==> src/rtl/irq_gate_if.sv <==
// Signal bundle between the interrupt gate and its core-side user.
// The slave modport is the gate itself; the master modport is the core/test side.
interface irq_gate_if #(
  parameter int N_SRC = 4,
  parameter int ID_W  = 2
) ();
  logic [N_SRC-1:0] src_i;
  logic [N_SRC-1:0] mask_i;
  logic             ack_i;
  logic             eoi_i;
  logic             interrupter;
  logic [ID_W-1:0]  irq_id;
  logic [N_SRC-1:0] pending_o;
  logic             busy;

  modport master (
    output src_i, mask_i, ack_i, eoi_i,
    input  interrupter, irq_id, pending_o, busy
  );

  modport slave (
    input  src_i, mask_i, ack_i, eoi_i,
    output interrupter, irq_id, pending_o, busy
  );
endinterface

==> src/rtl/irq_gate.sv <==
// Interrupt front-end: synchronises and edge-captures external requests, picks a
// fixed-priority winner and holds one non-nesting request until ack, then until eoi.
module irq_gate #(
  parameter int N_SRC       = 4,
  parameter int ID_W        = 2,
  parameter int ACK_TIMEOUT = 64
) (
  input  logic      clk,
  input  logic      rst,
  irq_gate_if.slave bus
);

  localparam int CNT_W = (ACK_TIMEOUT > 1) ? $clog2(ACK_TIMEOUT) : 1;
  localparam logic [CNT_W-1:0] CNT_LAST =
    (ACK_TIMEOUT > 0) ? CNT_W'(ACK_TIMEOUT - 1) : {CNT_W{1'b1}};

  typedef enum logic [1:0] {
    IDLE    = 2'd0,
    REQ     = 2'd1,
    SERVICE = 2'd2
  } state_t;

  state_t           state_q, state_d;
  logic [N_SRC-1:0] s1_q, s2_q, s3_q;
  logic [N_SRC-1:0] pending_q, pending_d;
  logic [N_SRC-1:0] rise;
  logic [N_SRC-1:0] req_vec;
  logic [N_SRC-1:0] clr_vec;
  logic [ID_W-1:0]  irq_id_q, irq_id_d;
  logic [ID_W-1:0]  winner;
  logic             interrupter_q, interrupter_d;
  logic [CNT_W-1:0] cnt_q, cnt_d;
  logic             timeout_hit;

  assign rise    = s2_q & ~s3_q;
  // Masked sources keep their pending bit; the mask only gates arbitration.
  assign req_vec = pending_q & bus.mask_i;

  always_comb begin
    winner = '0;
    for (int i = N_SRC - 1; i >= 0; i--) begin
      if (req_vec[i]) winner = ID_W'(i);
    end
  end

  assign timeout_hit = (ACK_TIMEOUT != 0) && (cnt_q == CNT_LAST);

  always_comb begin
    state_d  = state_q;
    irq_id_d = irq_id_q;
    cnt_d    = cnt_q;
    clr_vec  = '0;
    case (state_q)
      IDLE: begin
        if (|req_vec) begin
          irq_id_d = winner;
          cnt_d    = '0;
          state_d  = REQ;
        end
      end
      REQ: begin
        if (bus.ack_i) begin
          for (int i = 0; i < N_SRC; i++) begin
            clr_vec[i] = (irq_id_q == ID_W'(i));
          end
          state_d = SERVICE;
        end else if (timeout_hit) begin
          state_d = IDLE;
        end else if (cnt_q != {CNT_W{1'b1}}) begin
          cnt_d = cnt_q + 1'b1;
        end
      end
      SERVICE: begin
        if (bus.eoi_i) state_d = IDLE;
      end
      default: state_d = IDLE;
    endcase
    // A fresh edge landing together with the ack clear must survive.
    pending_d     = (pending_q & ~clr_vec) | rise;
    interrupter_d = (state_d == REQ);
  end

  always_ff @(posedge clk or negedge rst) begin
    if (!rst) begin
      s1_q          <= '0;
      s2_q          <= '0;
      s3_q          <= '0;
      pending_q     <= '0;
      state_q       <= IDLE;
      irq_id_q      <= '0;
      cnt_q         <= '0;
      interrupter_q <= 1'b0;
    end else begin
      s1_q          <= bus.src_i;
      s2_q          <= s1_q;
      s3_q          <= s2_q;
      pending_q     <= pending_d;
      state_q       <= state_d;
      irq_id_q      <= irq_id_d;
      cnt_q         <= cnt_d;
      interrupter_q <= interrupter_d;
    end
  end

  assign bus.interrupter = interrupter_q;
  assign bus.irq_id      = irq_id_q;
  assign bus.pending_o   = pending_q;
  assign bus.busy        = (state_q == REQ) || (state_q == SERVICE);

endmodule
==> src/flat_wrapper.sv <==
// flat-port wrapper written by rule: the top's interface ports become plain ports
module irq_gate_flat 
#(
  parameter int N_SRC       = 4,
  parameter int ID_W        = 2,
  parameter int ACK_TIMEOUT = 64
)
  (clk, rst, bus_src_i, bus_mask_i, bus_ack_i, bus_eoi_i, bus_interrupter, bus_irq_id, bus_pending_o, bus_busy);
  irq_gate_if #(.N_SRC(N_SRC), .ID_W(ID_W)) bus_i ();
  input  logic clk;
  input  logic rst;
  input wire logic [$bits(bus_i.src_i)-1:0] bus_src_i;
  input wire logic [$bits(bus_i.mask_i)-1:0] bus_mask_i;
  input wire logic [$bits(bus_i.ack_i)-1:0] bus_ack_i;
  input wire logic [$bits(bus_i.eoi_i)-1:0] bus_eoi_i;
  output wire logic [$bits(bus_i.interrupter)-1:0] bus_interrupter;
  output wire logic [$bits(bus_i.irq_id)-1:0] bus_irq_id;
  output wire logic [$bits(bus_i.pending_o)-1:0] bus_pending_o;
  output wire logic [$bits(bus_i.busy)-1:0] bus_busy;
  assign bus_i.src_i = bus_src_i;
  assign bus_i.mask_i = bus_mask_i;
  assign bus_i.ack_i = bus_ack_i;
  assign bus_i.eoi_i = bus_eoi_i;
  assign bus_interrupter = bus_i.interrupter;
  assign bus_irq_id = bus_i.irq_id;
  assign bus_pending_o = bus_i.pending_o;
  assign bus_busy = bus_i.busy;
  irq_gate #(.N_SRC(N_SRC), .ID_W(ID_W), .ACK_TIMEOUT(ACK_TIMEOUT)) u_core (.clk(clk), .rst(rst), .bus(bus_i));
endmodule
==> config.mk <==
export PLATFORM = sky130hd
export DESIGN_NAME = irq_gate_flat
export DESIGN_NICKNAME = d
export VERILOG_FILES = /design/src/rtl/irq_gate_if.sv /design/src/rtl/irq_gate.sv /design/src/flat_wrapper.sv
export SDC_FILE = /design/constraint.sdc
export NUM_CORES = 1
export LEC_CHECK = 0
export ABC_AREA = 1
export CAP_MARGIN = 0
export CORE_MARGIN = 10
export CORE_UTILIZATION = 49
export DETAILED_ROUTE_END_ITERATION = 12
export PLACE_DENSITY = 0.74
export SLEW_MARGIN = 10
export SYNTH_ARGS = -nofsm -noshare
export SYNTH_HDL_FRONTEND = slang
export SYNTH_SLANG_ARGS = --single-unit
==> constraint.sdc <==
create_clock -name clk -period 2 [get_ports clk]
set_input_delay 0.4 -clock clk [delete_from_list [all_inputs] [get_ports clk]]
set_output_delay 0.4 -clock clk [all_outputs]
set_load 0.02 [all_outputs]
## Word level (Yosys, flattened, before mapping)

Index checks and enable logic that the tools add are counted.

- Register bits: 27
- Bits in latches: 0
- RAM bits: 0
- Memory bits (read-only): 0
- Bits of input ports: 12
- Output and inout port bits: 8
- Logic and storage cells: 50
- Memories kept: 0

- Add/sub/neg operators: 1
- $mul: 0
- Div/mod/pow operators: 0
- Magnitude comparators: 0
- Eq/ne operators: 12
- Shift operators: 0
- Multiplexer cells: 16
- Bitwise gates (word level): 6
- Reduce and logical (&&, ||, !) cells: 7

Operator list:

| cell | number |
|---|---|
| 6-bit 2-to-1 mux | 4 |
| 2-bit 2-to-1 mux | 8 |
| 4-bit bitwise AND | 3 |
| 6-bit one-hot mux with 2 select lines | 1 |
| 4-bit 2-to-1 mux | 2 |
| 4-bit inverter | 2 |
| 6-bit by 1-bit adder with 6-bit output, second input constant | 1 |
| 2-bit by 1-bit == test with 1-bit output, second input constant | 3 |
| 2-bit == test, second input constant | 3 |
| 6-bit == test, second input constant | 1 |
| 6-bit inequality test, second input constant | 1 |
| 2-bit one-hot mux with 3 select lines | 1 |
| 5-bit AND reduction | 1 |
| 2-bit logical NOT | 2 |
| 2-bit by 1-bit inequality test with 1-bit output, second input constant | 2 |
| 2-bit inequality test, second input constant | 2 |
| 4-bit OR | 1 |
| 4-bit OR reduction | 1 |
| 2-bit AND reduction | 1 |
| 2-bit nonzero test | 1 |
| 1-bit logical OR | 1 |

## Longest topological paths before layout

- Word-level depth: 6
- Depth in mapped cells: 9
- Gate-level depth less buffers: 8

## Least setup slack after synthesis

No wires, ideal clock.

- Path type: flip-flop to flip-flop
- Start point: reg u_core.state_q[1]
- End point: reg u_core.cnt_q[2]
- Setup time: 118 ps
- Data arrival time: 1292 ps
- Required time: 1882 ps
- Path slack: 590 ps
- Stages on the path, launching flop included: 10
- Buffers on the path: 2
- Period minus slack after synthesis: 1410 ps
- Cell sequence: dfrtp_1 > inv_1 > ha_1 > buf_6 > nand2_8 > o21a_1 > nand3_2 > buf_6 > nand2_1 > o21ai_2

- Longest elaborated chain between the ends: 3

Ends and longest elaborated chain:

| item | RTL line | RTL |
|---|---|---|
| start: declaration | irq_gate.sv:23 | `state_t state_q, state_d;` |
| start signal: assignment | irq_gate.sv:98 | `state_q <= state_d;` |
| 2-bit by 1-bit == test with 1-bit output or 2-bit logical NOT (tied branches) | irq_gate.sv:53 | `case (state_q)` |
| 2-bit inequality test (no line), or another cell as far along | - |  |
| 5-bit AND reduction (no line) | - |  |
| end signal: assignment | irq_gate.sv:100 | `cnt_q <= cnt_d;` |
| end: declaration | irq_gate.sv:32 | `logic [CNT_W-1:0] cnt_q, cnt_d;` |

Parallel ways exist; a longest one is shown, timed or not.
A chain may end at the register's enable or synchronous reset.

## Final worst setup path

- Start point: reg u_core.state_q[1]
- End point: out bus_busy

- Longest elaborated chain between the ends: 2

Ends and longest elaborated chain:

| item | RTL line | RTL |
|---|---|---|
| 2-bit by 1-bit == test with 1-bit output or 2-bit == test (tied branches) | irq_gate.sv:108 | `assign bus.busy = (state_q == REQ) \|\| (state_q == SERVICE);` |
| 1-bit logical OR (*) | irq_gate.sv:108 |  |
| end: declaration | flat_wrapper.sv:19 | `output wire logic [$bits(bus_i.busy)-1:0] bus_busy;` |

Every way passes the cells marked *; elsewhere a longest branch is shown, timed or not.

==> out/metrics.cfg <==
[outcome]
status = complete, no violations

[hold_path]
hp-class = reg2reg

[timing]
tightest_slew_ns = 0.341
finalCritPeriodShare = 0.951
final.setup.tns_ns = 0
maxSlewViolCount = 0
worst_hold_slack_ns = 0.373
slew_headroom = 0.772
max_freq_mhz = 526
setup_viol = 0
rsz0062_at_grt = false
min_period_ns = 1.90
fin_skew_ns = 0.0162
hold_viol_final = 0

[grt]
grt_pass1_wl_mm = 4.02
grt_use_met2 = 0.162
grt_antenna_before_repair = 0
met3_usage = 0.0282
grt-ovfl-total = 0
grt_usage = 0.0962
first_global_vias = 929
grt_max_degree = 28
met1_usage = 0.111
busiest_layer = met2

[synth]
synth_cell_type_count = 22
netlist_instances = 130
ys_seq_elements = 27
synth.avg_cell_area_um2 = 9.49
seq_area_frac_synth = 0.548
yosysWarnings = 0
netlist_area_mm2 = 0.00123
synth_nets = 147

[floorplanning]
initial_core_util = 0.507
fp.dieH_um = 70.2
die_area_mm2 = 0.00492
ios = 20
num_rows = 18
die_x_um = 70.2
core_mm2 = 0.00243

[critical_path]
crit_required_ns = 1.60
crit_type = reg2out
slowest_delay_ns = 0.45
cp_cell_sequence = inv_1, ha_1, dlygate4sd2_1
cp-end-kind = output pin
start_kind = flip-flop
critPathSlowestCell = dfrtp_1
arrival_ns = 1.50
path_max_fanout = 5

[clock_network]
cts_setup_buffers = 0
cts_max_level = 1
cts-root-buf = clkbuf_4
numClockSinks = 27
clk_pin_slew_worst_paths_ns = 0.17
numCtsBuffers = 3
insertion_delay_ns = 0.34
tritoncts = built
clk_path_buf_depth = 2

[finish]
diodes = 0
fin_nets = 171
most-common-layout-cells = nand2_1 (28), dfrtp_1 (27), inv_1 (19), clkdlybuf4s50_1 (18), nand3_1 (11)
final_common_cell = nand2_1
area_growth_pct = 20.3
drive_gt1_frac = 0.111

[routing]
dr.pass1.iters = 4
wl_per_cell_um = 12.5
post_drt_via_cell_ratio = 4.99
drc = 0
vias = 913
drt.antenna.violating_nets = 0
wirelength_mm = 2.29
drt-initial-drc-count = 62

[placement]
io_buffers = 19
place.gp.congestion = 0.864
dpl.hpwl_mm = 1.73

[job]
maxCapViolCount = 0

[pwr]
p_per_area_mw_per_mm2 = 1230
ir_worst_vdd_mv = 0.806
power_mw = 1.83
p_leak_nw = 0.715

[worst paths after layout]
check                                             from                                end  slack (ns)  cells after the start
min reg2reg                   u_core.s1_q[3]$_DFF_PN0_           u_core.s2_q[3]$_DFF_PN0_        0.37                      0
max in group asynchronous                          rst  u_core.bus.pending_o[1]$_DFF_PN0_        1.33                      2
min in group asynchronous                          rst  u_core.bus.pending_o[2]$_DFF_PN0_        0.40                      2
min                           u_core.s1_q[3]$_DFF_PN0_           u_core.s2_q[3]$_DFF_PN0_        0.37                      0
max                        u_core.state_q[1]$_DFF_PN0_                           bus_busy         0.1                      3
max reg2reg                u_core.state_q[1]$_DFF_PN0_        u_core.cnt_q[2]$_DFFE_PN0P_        0.32                      6
[layout make-up]
type	count	area [um2]
Sequential cell	27	676
Inverter	20	75.1
Fill cell	208	948
Timing Repair Buffer	21	204
Multi-Input combinational cell	81	460
Clock inverter	1	8.76
Tap cell	30	37.5
Clock buffer	3	22.5
[where the power goes]
group,switching [mW],internal [mW],leakage (nW)
clock,0.176,0.0818,0.0183
combinational,0.501,0.325,0.374
sequential,0.0906,0.651,0.323
[worst max-delay path: cells and delay by family, from the launching register on]
family / cells / cell delay [ns]
adders and majority gates: 1 / 0.28
buffers and inverters: 2 / 0.43
DFF: 1 / 0.45
[sequential cells by signal, summed over array words and instances (netlist names)]
signal	cells
u_core.bus.interrupter	1
u_core.bus.irq_id	2
u_core.bus.pending_o	4
u_core.cnt_q	6
u_core.s1_q	4
u_core.s2_q	4
u_core.s3_q	4
u_core.state_q	2
[metrics by stage]
stage,instances,utilization,setup slack (ns),cell area [um2]
3_3_place_gp,179,0.598,0.272,1450
6_report,183,0.610,0.0971,1480
5_1_grt,183,0.610,0.0285,1480
4_1_cts,183,0.610,0.102,1480
3_5_place_dp,179,0.598,0.235,1450
2_1_floorplan,130,-,0.590,1230
[metal layers]
metal / vias up / wire length (um)
met1: 423 / 1030
met4: 0 / 35
met2: 26 / 1110
met3: 6 / 114
met5: - / 0
li1: 458 / -
[cell families after synthesis]
group / after synthesis / synth area share
adders and majority gates: 5 / 0.0507
AOI/OAI and AO/OA: 19 / 0.0943
and+or+nand+nor: 56 / 0.221
buffers and inverters: 22 / 0.0791
DFF: 27 / 0.548
xor gates and xnor gates: 1 / 0.00710
[Yosys cell counts]
cell       n  area share
nand2_1   28       0.085
dfrtp_1   27        0.55
inv_1     19       0.058
nand3_1   11       0.045
o21ai_0    9       0.037
nor2_1     7       0.021
ha_1       5       0.051
nand2_2    5       0.025
o21ai_2    3       0.021
a21oi_1    2      0.0081
buf_6      2       0.018
o31ai_1    2       0.012
clkinv_1   1      0.0030
nand2_8    1       0.016
nand3_2    1      0.0081
nand3b_1   1      0.0061
nand4_1    1      0.0051
nor2_4     1      0.0091
o21a_1     1      0.0061
o21ai_1    1      0.0041
o21bai_1   1      0.0061
xor2_1     1      0.0071
[timing repair]
action                                 CTS  global route
gates resized for setup                  1             0
setup endpoints to repair                1             0
endpoints found under the hold margin    0             0
hold buffers                             0             0
Note: power is estimated with default switching activity, not from simulation.
